[src/rtl/updn_counter_monitor.sv]
// ----------------------------------------------------------------------------
// updn_counter_monitor
//
// Run-time reference-model checker for a loadable up/down counter. On every
// clock edge it samples the counter controls and the counter output. From
// these it predicts what the counter must show on the next edge, and it
// compares the current output against the prediction formed one edge
// earlier. Each mismatch is reported with a class code and counted. The
// first mismatch after reset or clear is captured.
//
// The prediction is always formed from the observed data_out, never from the
// previous prediction. A single corrupted value therefore raises exactly one
// error instead of a cascade.
//
// Parameters
//   WIDTH      counter data width
//   SATURATE   0: counter wraps modulo 2^WIDTH, 1: counter clamps at ends
//   ERR_CNT_W  width of the saturating error counter
//
// Ports
//   clk            in   monitor clock (same clock as the counter)
//   rst_           in   asynchronous active-low reset
//   ld_cnt_        in   observed counter load, active low
//   updn_cnt       in   observed direction, 1 = up, 0 = down
//   count_enb      in   observed counter enable
//   data_in        in   observed counter load value
//   data_out       in   observed counter output
//   chk_en         in   enables checking
//   err_clr        in   synchronous clear of err_cnt and first-error capture
//   err            out  one-cycle mismatch pulse
//   err_code       out  mismatch class: 00 load/reset, 01 hold, 10 up, 11 down
//   err_cnt        out  saturating mismatch count
//   first_err_vld  out  sticky, first-error capture registers are valid
//   first_err_exp  out  expected value at the first error
//   first_err_act  out  observed value at the first error
//   dbg_state      out  monitor state: 00 IDLE, 01 ARM, 10 CHECK
//
// Handshake: there is no valid/ready flow control. err is a single-cycle
// qualifier for err_code. An edge with err high has exactly one mismatch
// behind it. err_code is only meaningful while err is high and reads 00
// otherwise.
// ----------------------------------------------------------------------------
module updn_counter_monitor #(
    parameter int WIDTH     = 8,
    parameter int SATURATE  = 0,
    parameter int ERR_CNT_W = 8
) (
    input  logic                 clk,
    input  logic                 rst_,
    input  logic                 ld_cnt_,
    input  logic                 updn_cnt,
    input  logic                 count_enb,
    input  logic [WIDTH-1:0]     data_in,
    input  logic [WIDTH-1:0]     data_out,
    input  logic                 chk_en,
    input  logic                 err_clr,
    output logic                 err,
    output logic [1:0]           err_code,
    output logic [ERR_CNT_W-1:0] err_cnt,
    output logic                 first_err_vld,
    output logic [WIDTH-1:0]     first_err_exp,
    output logic [WIDTH-1:0]     first_err_act,
    output logic [1:0]           dbg_state
);

    // Operation classes, also used directly as err_code.
    localparam logic [1:0] OP_LOAD = 2'b00;
    localparam logic [1:0] OP_HOLD = 2'b01;
    localparam logic [1:0] OP_UP   = 2'b10;
    localparam logic [1:0] OP_DOWN = 2'b11;

    // Monitor states. A prediction is valid in every state except IDLE.
    localparam logic [1:0] ST_IDLE  = 2'b00;
    localparam logic [1:0] ST_ARM   = 2'b01;
    localparam logic [1:0] ST_CHECK = 2'b10;

    localparam logic [WIDTH-1:0]     DATA_ONES = {WIDTH{1'b1}};
    localparam logic [WIDTH-1:0]     DATA_ZERO = {WIDTH{1'b0}};
    localparam logic [WIDTH-1:0]     DATA_ONE  = {{(WIDTH-1){1'b0}}, 1'b1};
    localparam logic [ERR_CNT_W-1:0] CNT_MAX   = {ERR_CNT_W{1'b1}};
    localparam logic [ERR_CNT_W-1:0] CNT_ONE   = {{(ERR_CNT_W-1){1'b0}}, 1'b1};

    // Prediction state
    logic [WIDTH-1:0]     r_exp;
    logic [1:0]           r_op_q;
    logic [1:0]           r_state;

    // Report state
    logic                 r_err;
    logic [1:0]           r_err_code;
    logic [ERR_CNT_W-1:0] r_err_cnt;
    logic                 r_first_err_vld;
    logic [WIDTH-1:0]     r_first_err_exp;
    logic [WIDTH-1:0]     r_first_err_act;

    // Combinational next values
    logic [WIDTH-1:0]     w_up_val;
    logic [WIDTH-1:0]     w_down_val;
    logic [WIDTH-1:0]     w_exp_next;
    logic [1:0]           w_op_next;
    logic [1:0]           w_state_next;
    logic                 w_pred_vld;
    logic                 w_mismatch;
    logic                 w_cap_open;
    logic [ERR_CNT_W-1:0] w_cnt_base;
    logic [ERR_CNT_W-1:0] w_cnt_next;

    // ------------------------------------------------------------------
    // Next-count arithmetic, WIDTH bits. In saturate mode the counter
    // sticks at the end it is driving into. In wrap mode plain modular
    // add/subtract is exactly right.
    // ------------------------------------------------------------------
    always_comb begin
        w_up_val   = data_out + DATA_ONE;
        w_down_val = data_out - DATA_ONE;
        if (SATURATE != 0) begin
            if (data_out == DATA_ONES) begin
                w_up_val = DATA_ONES;
            end
            if (data_out == DATA_ZERO) begin
                w_down_val = DATA_ZERO;
            end
        end
    end

    // Reference operation in priority order: load, up, down, hold.
    always_comb begin
        w_exp_next = data_out;
        w_op_next  = OP_HOLD;
        if (!ld_cnt_) begin
            w_exp_next = data_in;
            w_op_next  = OP_LOAD;
        end else if (count_enb && updn_cnt) begin
            w_exp_next = w_up_val;
            w_op_next  = OP_UP;
        end else if (count_enb) begin
            w_exp_next = w_down_val;
            w_op_next  = OP_DOWN;
        end
    end

    // ------------------------------------------------------------------
    // Monitor FSM. Dropping chk_en returns to IDLE from anywhere. The first
    // edge with chk_en high only forms a prediction (ARM). Compares start
    // on the following edge (CHECK).
    // ------------------------------------------------------------------
    always_comb begin
        w_state_next = ST_CHECK;
        if (!chk_en) begin
            w_state_next = ST_IDLE;
        end else if (r_state == ST_IDLE) begin
            w_state_next = ST_ARM;
        end
    end

    assign w_pred_vld = (r_state != ST_IDLE);

    // chk_en is used live. An edge that samples chk_en low therefore never
    // reports, even when a prediction is still pending.
    assign w_mismatch = w_pred_vld && chk_en && (data_out != r_exp);

    // ------------------------------------------------------------------
    // Error bookkeeping. The clear is applied first and then the error of
    // the same edge, so a coincident clear and mismatch leaves a count of
    // one and a fresh capture.
    // ------------------------------------------------------------------
    always_comb begin
        w_cnt_base = err_clr ? {ERR_CNT_W{1'b0}} : r_err_cnt;
        w_cnt_next = w_cnt_base;
        if (w_mismatch && (w_cnt_base != CNT_MAX)) begin
            w_cnt_next = w_cnt_base + CNT_ONE;
        end
    end

    assign w_cap_open = err_clr || !r_first_err_vld;

    // ------------------------------------------------------------------
    // Registers. Reset leaves a valid prediction of zero, so the counter's
    // own reset value is checked on the first edge after release.
    // ------------------------------------------------------------------
    always_ff @(posedge clk or negedge rst_) begin
        if (!rst_) begin
            r_exp           <= DATA_ZERO;
            r_op_q          <= OP_LOAD;
            r_state         <= ST_CHECK;
            r_err           <= 1'b0;
            r_err_code      <= OP_LOAD;
            r_err_cnt       <= {ERR_CNT_W{1'b0}};
            r_first_err_vld <= 1'b0;
            r_first_err_exp <= DATA_ZERO;
            r_first_err_act <= DATA_ZERO;
        end else begin
            r_exp      <= w_exp_next;
            r_op_q     <= w_op_next;
            r_state    <= w_state_next;
            r_err      <= w_mismatch;
            r_err_code <= w_mismatch ? r_op_q : OP_LOAD;
            r_err_cnt  <= w_cnt_next;
            if (w_mismatch && w_cap_open) begin
                r_first_err_vld <= 1'b1;
                r_first_err_exp <= r_exp;
                r_first_err_act <= data_out;
            end else if (err_clr) begin
                r_first_err_vld <= 1'b0;
                r_first_err_exp <= DATA_ZERO;
                r_first_err_act <= DATA_ZERO;
            end
        end
    end

    assign err           = r_err;
    assign err_code      = r_err_code;
    assign err_cnt       = r_err_cnt;
    assign first_err_vld = r_first_err_vld;
    assign first_err_exp = r_first_err_exp;
    assign first_err_act = r_first_err_act;
    assign dbg_state     = r_state;

endmodule
[config.mk]
export PLATFORM = sky130hd
export DESIGN_NAME = updn_counter_monitor
export DESIGN_NICKNAME = d
export VERILOG_FILES = /design/src/rtl/updn_counter_monitor.sv
export SDC_FILE = /design/constraint.sdc
export NUM_CORES = 1
export LEC_CHECK = 0
export BUFFER_PORTS_ARGS = -buffer_cell sky130_fd_sc_hd__buf_2
export CORE_MARGIN = 3
export CORE_UTILIZATION = 47
export DETAILED_ROUTE_END_ITERATION = 10
export GPL_TIMING_DRIVEN = 0
export PLACE_DENSITY_LB_ADDON = 0.15
export SLEW_MARGIN = 5
export SYNTH_ARGS = -nofsm -noshare
export SYNTH_HDL_FRONTEND = slang
export SYNTH_SLANG_ARGS = --single-unit
[constraint.sdc]
create_clock -name clk -period 1.71 [get_ports clk]
set_clock_uncertainty 0.05 [all_clocks]
set_input_delay 0.0855 -clock clk [delete_from_list [all_inputs] [get_ports clk]]
set_output_delay 0.0855 -clock clk [all_outputs]
set_load 0.05 [all_outputs]
==> results.yml, run 1 <==
timing:
  max_freq_mhz: 566
  fin_crit_sh_pct: 103
  setup_viol_count_final: 18
  layout_min_cycle_time_ns: 1.77
  maxSlewViolCount: 0
  worstMarginPinSlew_ns: 0.871
  rsz0062_at_grt: "true"
  hold_viol: 0
  max-slew-margin-rel_pct: 41.9
  finalWorstSetupSlack_ns: -0.0563
  hold_ws_ns: 0.0103
  final.setup.tns_ns: -0.691
synth:
  synth.cell_area_um2: 2070
  synth-edff-count: 0
  synth_compound_gate_area_share_pct: 5.03
  synth_top_family_by_area: "simple AND/OR/NAND/NOR gates"
  synthXorXnorAreaFrac_pct: 8.48
  synth_mux_area_share_pct: 12.5
  synthSimpleGateAreaFrac_pct: 19.5
  ys_seq_elements: 40
  synth_nets: 214
  syn_inst: 188
  yosys_warnings: 0
  synth_area_per_cell_um2: 11.0
  ys_types: 37
  ys.flop_type: "dfrtp_1"
  synth_fa_ha_area_share_pct: 1.82
  ys_seq_area_share_pct: 48.5
  synthArstFlopShare_pct: 100
floorplanning:
  initial_core_util_pct: 50.2
  ios: 53
  die_w_um: 72.3
  std_cell_rows: 23
  fp.dieH_um: 72.3
  fp.dieArea_um2: 5230
  core-area_um2: 4120
setup_path:
  r2r_start: "r_exp[6]"
  critPathKind: "flip-flop to flip-flop"
  critPathMaxStageDelay_ns: 0.40
  end_kind: "flip-flop"
  critPathMaxFanout: 4
  startpoint: "r_exp[6]"
  startpoint_type: "flip-flop"
  path_cells: "xor2_1 > nor4_2 > buf_4 > a21boi_4 > buf_6 > and2_4 > mux2_4"
  required_ns: 1.83
  slowest_stage: "dfrtp_1"
  critPathArrivalTime_ns: 1.89
  rrSetupSlack_ns: -0.06
  reg2reg_depth: 7
grt:
  grt_max_degree: 41
  grt_antenna_before_repair: 0
  grt_use_met1_pct: 23.3
  grt.busiest_layer: "met2"
  use_met2_pct: 30.7
  grt_pass1_wl_um: 7320
  use_met3_pct: 2.91
  grt_overflow: 0
  grt_pass1_vias: 1632
  track_usage_pct: 18.2
pwr:
  peakVddDrop_uv: 514
  leakage_nw: 1.36
  p_per_area_nw_per_um2: 882
cells_and_area:
  nets: 283
  fillerInstances: 351
  multiInputGateArea_um2: 1070
  final_core_util_pct: 66.2
  drive_above_1_share_pct: 39.1
  regArea_um2: 1010
  final_common_cell: "buf_2"
  syn_to_final_growth_pct: 31.8
  final_cell_mix: "buf_2 (48), dfrtp_1 (33), nor2b_1 (21)"
  n_antenna_cell: 0
routing:
  drt-pass1-iter-count: 6
  drc: 0
  initialDrtViolationCount: 81
  vias: 1583
  vias_per_cell: 5.14
  wl_per_cell_um: 14.9
  ant_nets: 0
  wl_um: 4580
clock_network:
  clk_path_buf_depth: 2
  root_buffer: "clkbuf_8"
  clock_latency_ns: 0.29
  clk_pin_slew_ns: 0.07
  cts_tree: "built"
  cts_sinks: 40
  htreeDepth: 2
  cts_buffers: 5
place:
  place.gp.congestion: 0.780
  dp_hpwl_um: 3020
  io_buffers: 46
  dp_slack_ns: -0.254
worst_hold_path:
  hp-class: "primary input to flip-flop"
  whs_path_depth: 3
  worstHoldStart: "data_in[6]"
flow_run:
  maxCapViolations: 0
outcome:
  outcome: "complete, but fails checks"
  violations: "setup timing"
==> sequential cells by signal, summed over array words and instances (netlist names) <==
signal and count:
err_cnt 8, first_err_act 8, first_err_exp 8, r_exp 8, dbg_state 2, err_code 2, r_op_q 2, err 1
first_err_vld 1
==> area by class of cell <==
class / instances / area share (%)
inverters: 4 / 0.551
clock buffers: 8 / 2.94
repair buffers: 62 / 15.0
multi-input cells: 132 / 39.4
plain buffers: 12 / 2.76
flip-flops and latches: 40 / 37.1
well taps: 50 / 2.30
==> stage by stage <==
| stage | std cells | total power [mW] | area (µm²) |
|---|---|---|---|
| after floorplan | 188 | 1.56 | 2070 |
| after global placement | 284 | 1.71 | 2370 |
| after detailed placement | 284 | 1.72 | 2370 |
| after CTS | 306 | 2.38 | 2640 |
| after global routing | 308 | 2.51 | 2720 |
| final | 308 | 2.40 | 2720 |
==> cell usage after synthesis, types with 2 or more instances <==
cell / n / area share, %
nor3_1: 2 / 0.48
o21ai_0: 2 / 0.48
nand2_1: 7 / 1.3
a21oi_1: 9 / 2.2
xor2_1: 12 / 5.1
and2_1: 4 / 1.2
inv_1: 4 / 0.73
nand3_1: 5 / 1.2
buf_6: 3 / 1.6
mux2i_1: 4 / 1.9
nand4_1: 6 / 1.8
buf_2: 2 / 0.48
dfrtp_1: 39 / 47
xnor2_1: 8 / 3.4
nor2_1: 11 / 2.0
a22oi_1: 2 / 0.73
clkbuf_1: 6 / 1.1
and4_1: 2 / 0.85
nor2b_1: 22 / 6.7
nor4_2: 2 / 1.2
ha_1: 3 / 1.8
mux2_2: 18 / 9.8
==> final timing paths <==
path / end
max in group asynchronous: err_cnt[1]
min in group asynchronous: err_cnt[0]
worst max register to register: err_cnt[1]
worst min register to register: dbg_state[0]
worst min-delay path: r_exp[6]
worst max-delay path: err_cnt[1]
==> layer usage <==
| layer | wire (µm) | part of all wire (%) |
|---|---|---|
| met4 | 65 | 1.4 |
| met5 | 0 | 0 |
| met2 | 2280 | 50 |
| met3 | 241 | 5.3 |
| met1 | 2000 | 44 |
==> cells by family after synthesis <==
logic type,count (synthesis)
multiplexers,23
AO/OA/AOI/OAI,17
XOR/XNOR,20
buffers and inverters,16
AND/OR/NAND/NOR,69
adder cells (fa/ha/maj),3
flip-flops,40
==> worst max-delay path: cells and delay by family, from the launching register on <==
kind,cells,cell delay (ns)
and+or+nand+nor,2,0.41
DFF,1,0.40
buffers and inverters,2,0.29
muxes,1,0.28
xor gates and xnor gates,1,0.15
AOI/OAI and AO/OA,1,0.06
==> power by group <==
group	switching, mW	leakage [nW]	internal (mW)	total (mW)
Combinational	0.449	0.814	0.276	0.725
Clock	0.305	0.0395	0.290	0.594
Sequential	0.0483	0.506	1.03	1.08
Total	0.802	1.36	1.60	2.40
==> timing repair <==
item / CTS / global route
pin swaps: 4 / 6
resized for setup: 12 / 13
cloned: 0 / 1
endpoints found under the hold margin: 46 / 0
endpoints found under the setup margin: 19 / 22
buffers inserted: 6 / 1
hold buffers: 8 / 0
Power figures use the tool's default switching activity.
==> inputs of run 2 (changes only) <==
CTS_CLUSTER_DIAMETER = 40   (was unset)
REMOVE_ABC_BUFFERS = 1   (was unset)
==> run 2 against run 1 <==
  * The run still ends with setup timing left
  * First-iteration DRC count decreased by 2.5%
  * Routed wire length decreased by 5.2%
  * Critical path type unchanged
  * Worst setup slack improved by 0.017 ns
  * Flip-flop and latch count unchanged
  * Non-clock buffer count decreased by 4
  * Sequential share of layout area increased by 0.66 points
  * Highest routed layer unchanged
==> results.yml, run 2 (synthesis results as in run 1) <==
outcome:
  outcome: "complete, but fails checks"
  violations: "setup timing"
setup_path:
  required_ns: 1.83
  startpoint_type: "flip-flop"
  timing.rr.end: "first_err_act[3]"
  r2r_start: "r_exp[1]"
  critPathKind: "flip-flop to flip-flop"
  worstSetupEndpoint: "first_err_act[3]"
  critPathMaxFanout: 8
  startpoint: "r_exp[1]"
  end_kind: "flip-flop"
  reg2reg_depth: 6
  rrSetupSlack_ns: -0.04
  critPathArrivalTime_ns: 1.87
floorplanning:
  ios: 53
  initial_core_util_pct: 50.2
  fp.dieArea_um2: 5230
  std_cell_rows: 23
  die_w_um: 72.3
  core-area_um2: 4120
  fp.dieH_um: 72.3
cells_and_area:
  multiInputGateArea_um2: 1070
  syn_to_final_growth_pct: 28.5
  drive_above_1_share_pct: 39.1
  instances_no_fill: 306
  nets: 281
  regArea_um2: 1000
  final_cell_mix: "buf_2 (52), dfrtp_1 (39), nor2b_1 (22)"
  fin_area_um2: 2660
  fillerInstances: 320
  final_common_cell: "buf_2"
  n_antenna_cell: 0
grt:
  grt_antenna_before_repair: 0
  track_usage_pct: 17.5
  grt_pass1_vias: 1546
  grt_overflow: 0
  grt_pass1_wl_um: 6960
  grt_max_degree: 41
flow_run:
  maxCapViolations: 0
place:
  io_buffers: 52
  dp_cells: 278
  placed_cell_area_um2: 2320
  dp_hpwl_um: 2820
  place.gp.congestion: 0.749
pwr:
  p_total_mw: 2.35
  p_per_area_nw_per_um2: 887
  peakVddDrop_uv: 435
  leakage_nw: 1.32
timing:
  layout_min_cycle_time_ns: 1.75
  hold_viol: 0
  maxSlewViolCount: 0
  fin_crit_sh_pct: 102
  finalWorstSetupSlack_ns: -0.0398
  worstMarginPinSlew_ns: 0.880
  max-slew-margin-rel_pct: 41.3
  max_freq_mhz: 572
  setup_viol_count_final: 16
  rsz0062_at_grt: "true"
routing:
  drt-pass1-iter-count: 4
  initialDrtViolationCount: 79
  vias: 1591
  drc: 0
  wl_um: 4340
  wl_per_cell_um: 14.2
  vias_per_cell: 5.20
  ant_nets: 0
clock_network:
  clk_path_buf_depth: 2
  cts_sinks: 40
  clk_pin_slew_ns: 0.08
  htreeDepth: 2
  clock_latency_ns: 0.29
  cts_buffers: 5
  root_buffer: "clkbuf_8"
  cts_tree: "built"
worst_hold_path:
  hp-class: "primary input to flip-flop"
## run 2: cell count changes in the layout (fill, tap and decap cells not counted), sizes merged
cell	previous run	this run
clkbuf	16	7
nand2	8	9
dlygate4sd3	8	10
buf	58	60
clkinv	0	1
a21boi	1	2
## run 2: layer usage
metal	global-route usage (%)	part of all wire [%]	wire length [µm]
met4	5.64	1.4	59
met3	4.29	5.3	232
met5	0	0	0
met2	30.3	52	2260
met1	21.4	41	1790
## run 2: final cells by class
| cell class | count | area share [%] |
|---|---|---|
| clock inverters | 1 | 0.189 |
| well taps | 50 | 2.36 |
| multi-input cells | 134 | 40.3 |
| flip-flops and latches | 40 | 37.7 |
| repair buffers | 70 | 16.0 |
| clock buffers | 7 | 2.87 |
| inverters | 4 | 0.566 |
## run 2: worst min path at each step
| stage | from | end | slack [ns] | cells past startpoint |
|---|---|---|---|---|
| 2_1_floorplan | rst_ | dbg_state[0] | -0.26 | 0 |
| 3_3_place_gp | rst_ | err_cnt[0] | 0.21 | 1 |
| 3_5_place_dp | rst_ | err | 0.21 | 1 |
| 4_1_cts | data_out[7] | first_err_act[7] | 0.03 | 2 |
| 5_1_grt | data_out[7] | first_err_act[7] | 0.03 | 2 |
| 6_report | data_out[7] | first_err_act[7] | 0.04 | 2 |
## run 2: what timing repair did
item / 4_1_cts / 5_1_grt
gates resized for setup: 4 / 10
hold buffers: 10 / 0
buffers inserted: 4 / 4
cloned: 1 / 1
pin swaps: 4 / 6
endpoints found under the hold margin: 48 / 0
endpoints found under the setup margin: 19 / 22
## run 2: worst max-delay path: stages, from the launching register on
cell and delay (ns):
dfrtp_1 0.41, xor2_2 0.17, nor4_4 0.24, buf_4 0.17, a21boi_4 0.09, nand2_4 0.14
mux2_2 0.35
## run 2: metrics by stage
stage          TNS [ns]  hold WS [ns]  utilization [%]  setup slack [ns]
3_5_place_dp      -6.21         0.210             56.3            -0.395
6_report         -0.477        0.0412             64.5           -0.0398
3_3_place_gp      -5.92         0.205             56.3            -0.378
4_1_cts           -1.23        0.0341             62.2           -0.0890
5_1_grt           -1.63        0.0348             64.5            -0.107
2_1_floorplan     -4.15        -0.260                -            -0.252
## run 2: power by group
part | switching (mW) | total, mW | internal, mW | leakage [nW]
Sequential | 0.0477 | 1.08 | 1.03 | 0.515
Combinational | 0.444 | 0.678 | 0.235 | 0.758
Clock | 0.310 | 0.596 | 0.286 | 0.0422
==> inputs of run 3 (changes only) <==
clock period = 1.41 ns   (was 1.71 ns; I/O delays follow)
==> run 3 against run 2 <==
  * The flow still finishes with violations (setup timing)
  * Flip-flop and latch count stayed put
  * Fmax down 0.13%
  * Clock power increased by 22%
  * Sequential power up 21%
  * Critical path depth stayed put
  * Critical endpoint is now first_err_act[6]
==> results.yml, run 3 (synthesis results as in run 1) <==
outcome:
  outcome: "complete, but fails checks"
  violations: "setup timing"
timing:
  max-slew-margin-rel_pct: 40.8
  fin_crit_sh_pct: 124
  rsz0062_at_grt: "true"
  layout_min_cycle_time_ns: 1.75
  setup_viol_count_final: 28
  hold_viol: 0
  worstMarginPinSlew_ns: 0.888
  maxSlewViolCount: 0
  max_freq_mhz: 571
  finalWorstSetupSlack_ns: -0.342
cells_and_area:
  final_common_cell: "buf_2"
  n_antenna_cell: 0
  nets: 282
  instances_no_fill: 307
  drive_above_1_share_pct: 40.5
  final_core_util_pct: 65.2
  multiInputGateArea_um2: 1090
  fillerInstances: 321
  syn_to_final_growth_pct: 29.9
  regArea_um2: 1000
  final_cell_mix: "buf_2 (52), dfrtp_1 (39), nor2b_1 (22)"
floorplanning:
  die_w_um: 72.3
  fp.dieH_um: 72.3
  std_cell_rows: 23
  core-area_um2: 4120
  fp.dieArea_um2: 5230
  initial_core_util_pct: 50.2
  ios: 53
grt:
  grt_max_degree: 41
  grt_overflow: 0
  track_usage_pct: 17.6
  grt_antenna_before_repair: 0
  grt_pass1_vias: 1552
  grt_pass1_wl_um: 6980
routing:
  wl_um: 4440
  drt-pass1-iter-count: 4
  vias: 1618
  ant_nets: 0
  vias_per_cell: 5.27
  wl_per_cell_um: 14.5
  initialDrtViolationCount: 52
  drc: 0
setup_path:
  crit_buf_inv: 1
  critPathMaxFanout: 8
  critPathKind: "flip-flop to flip-flop"
  critPathMaxStageDelay_ns: 0.42
  critPathArrivalTime_ns: 1.87
  slowest_stage: "dfrtp_1"
  path_cells: "xor2_2 > nor4_4 > buf_4 > a21boi_4 > nand2_4 > mux2_2"
  required_ns: 1.53
  startpoint_type: "flip-flop"
  cpLargestDelayFamily: "flip-flops"
  end_kind: "flip-flop"
pwr:
  peakVddDrop_uv: 527
  leakage_nw: 1.33
  p_per_area_nw_per_um2: 1070
  p_total_mw: 2.87
place:
  dp_hpwl_um: 2820
  dp_cells: 278
  io_buffers: 52
  place.gp.congestion: 0.749
clock_network:
  htreeDepth: 2
  cts_sinks: 40
  clk_path_buf_depth: 2
  clk_pin_slew_ns: 0.08
  cts_buffers: 5
  root_buffer: "clkbuf_8"
  clock_latency_ns: 0.29
  cts_tree: "built"
flow_run:
  maxCapViolations: 0
worst_hold_path:
  hp-class: "primary input to flip-flop"
## run 3: cell count changes in the layout (fill, tap and decap cells not counted)
cell,previous run,this run
nand2_2,0,2
a21boi_4,1,2
xor2_2,5,6
nand2_1,7,5
buf_4,7,8
xor2_1,7,6
a21boi_2,1,0
## run 3: area by class of cell
type,instances,share of cell area [%]
clock buffers,7,2.85
clock inverters,1,0.187
inverters,4,0.560
multi-input cells,134,40.6
flip-flops and latches,40,37.4
well taps,50,2.33
repair buffers,71,16.1
## run 3: worst paths after layout
path / startpoint / endpoint / slack [ns] / cells past startpoint
worst min register to register: r_op_q[0] / err_code[0] / 0.40 / 1
max in group asynchronous: rst_ / first_err_exp[5] / 0.35 / 2
worst max register to register: r_exp[1] / first_err_act[6] / -0.34 / 6
worst min-delay path: data_out[7] / first_err_act[7] / 0.04 / 2
worst max-delay path: r_exp[1] / first_err_act[6] / -0.34 / 6
min in group asynchronous: rst_ / err / 0.40 / 2
## run 3: power by group
| part | leakage [nW] | switching [mW] | internal (mW) |
|---|---|---|---|
| combinational | 0.768 | 0.544 | 0.292 |
| clock | 0.0422 | 0.378 | 0.347 |
| sequential | 0.515 | 0.0589 | 1.25 |
## run 3: timing repair
item,4_1_cts,5_1_grt
cloned,1,1
setup buffers,4,5
pin swaps,4,9
hold endpoints to repair,49,0
setup endpoints to repair,27,28
gates resized for setup,5,13
hold buffers,10,0
## run 3: worst reg2reg max path: cells and delay by family (launching register included)
kind            cells  cell delay [ns]
simple gates        2             0.38
compound gates      1             0.10
mux                 1             0.35
buf+inv             1             0.17
flops               1             0.42
xor+xnor            1             0.17
## run 3: through the flow
step           TNS [ns]  instance area, µm²  setup WS, ns  hold WS, ns
5_1_grt           -9.35                2680        -0.407       0.0392
3_5_place_dp     -13.44                2320        -0.695        0.195
4_1_cts           -8.30                2560        -0.389       0.0191
2_1_floorplan    -11.23                1990        -0.552       -0.275
3_3_place_gp     -13.00                2320        -0.678        0.190
6_report          -7.65                2680        -0.342       0.0435
## run 3: layer usage
metal  up-vias  wire length (µm)  GRT usage [%]
li1        777                 -              -
met1       784              1840           21.4
met2        48              2300           30.6
met3         9               231           4.29
met4         0                68           5.64
met5         -                 0              0
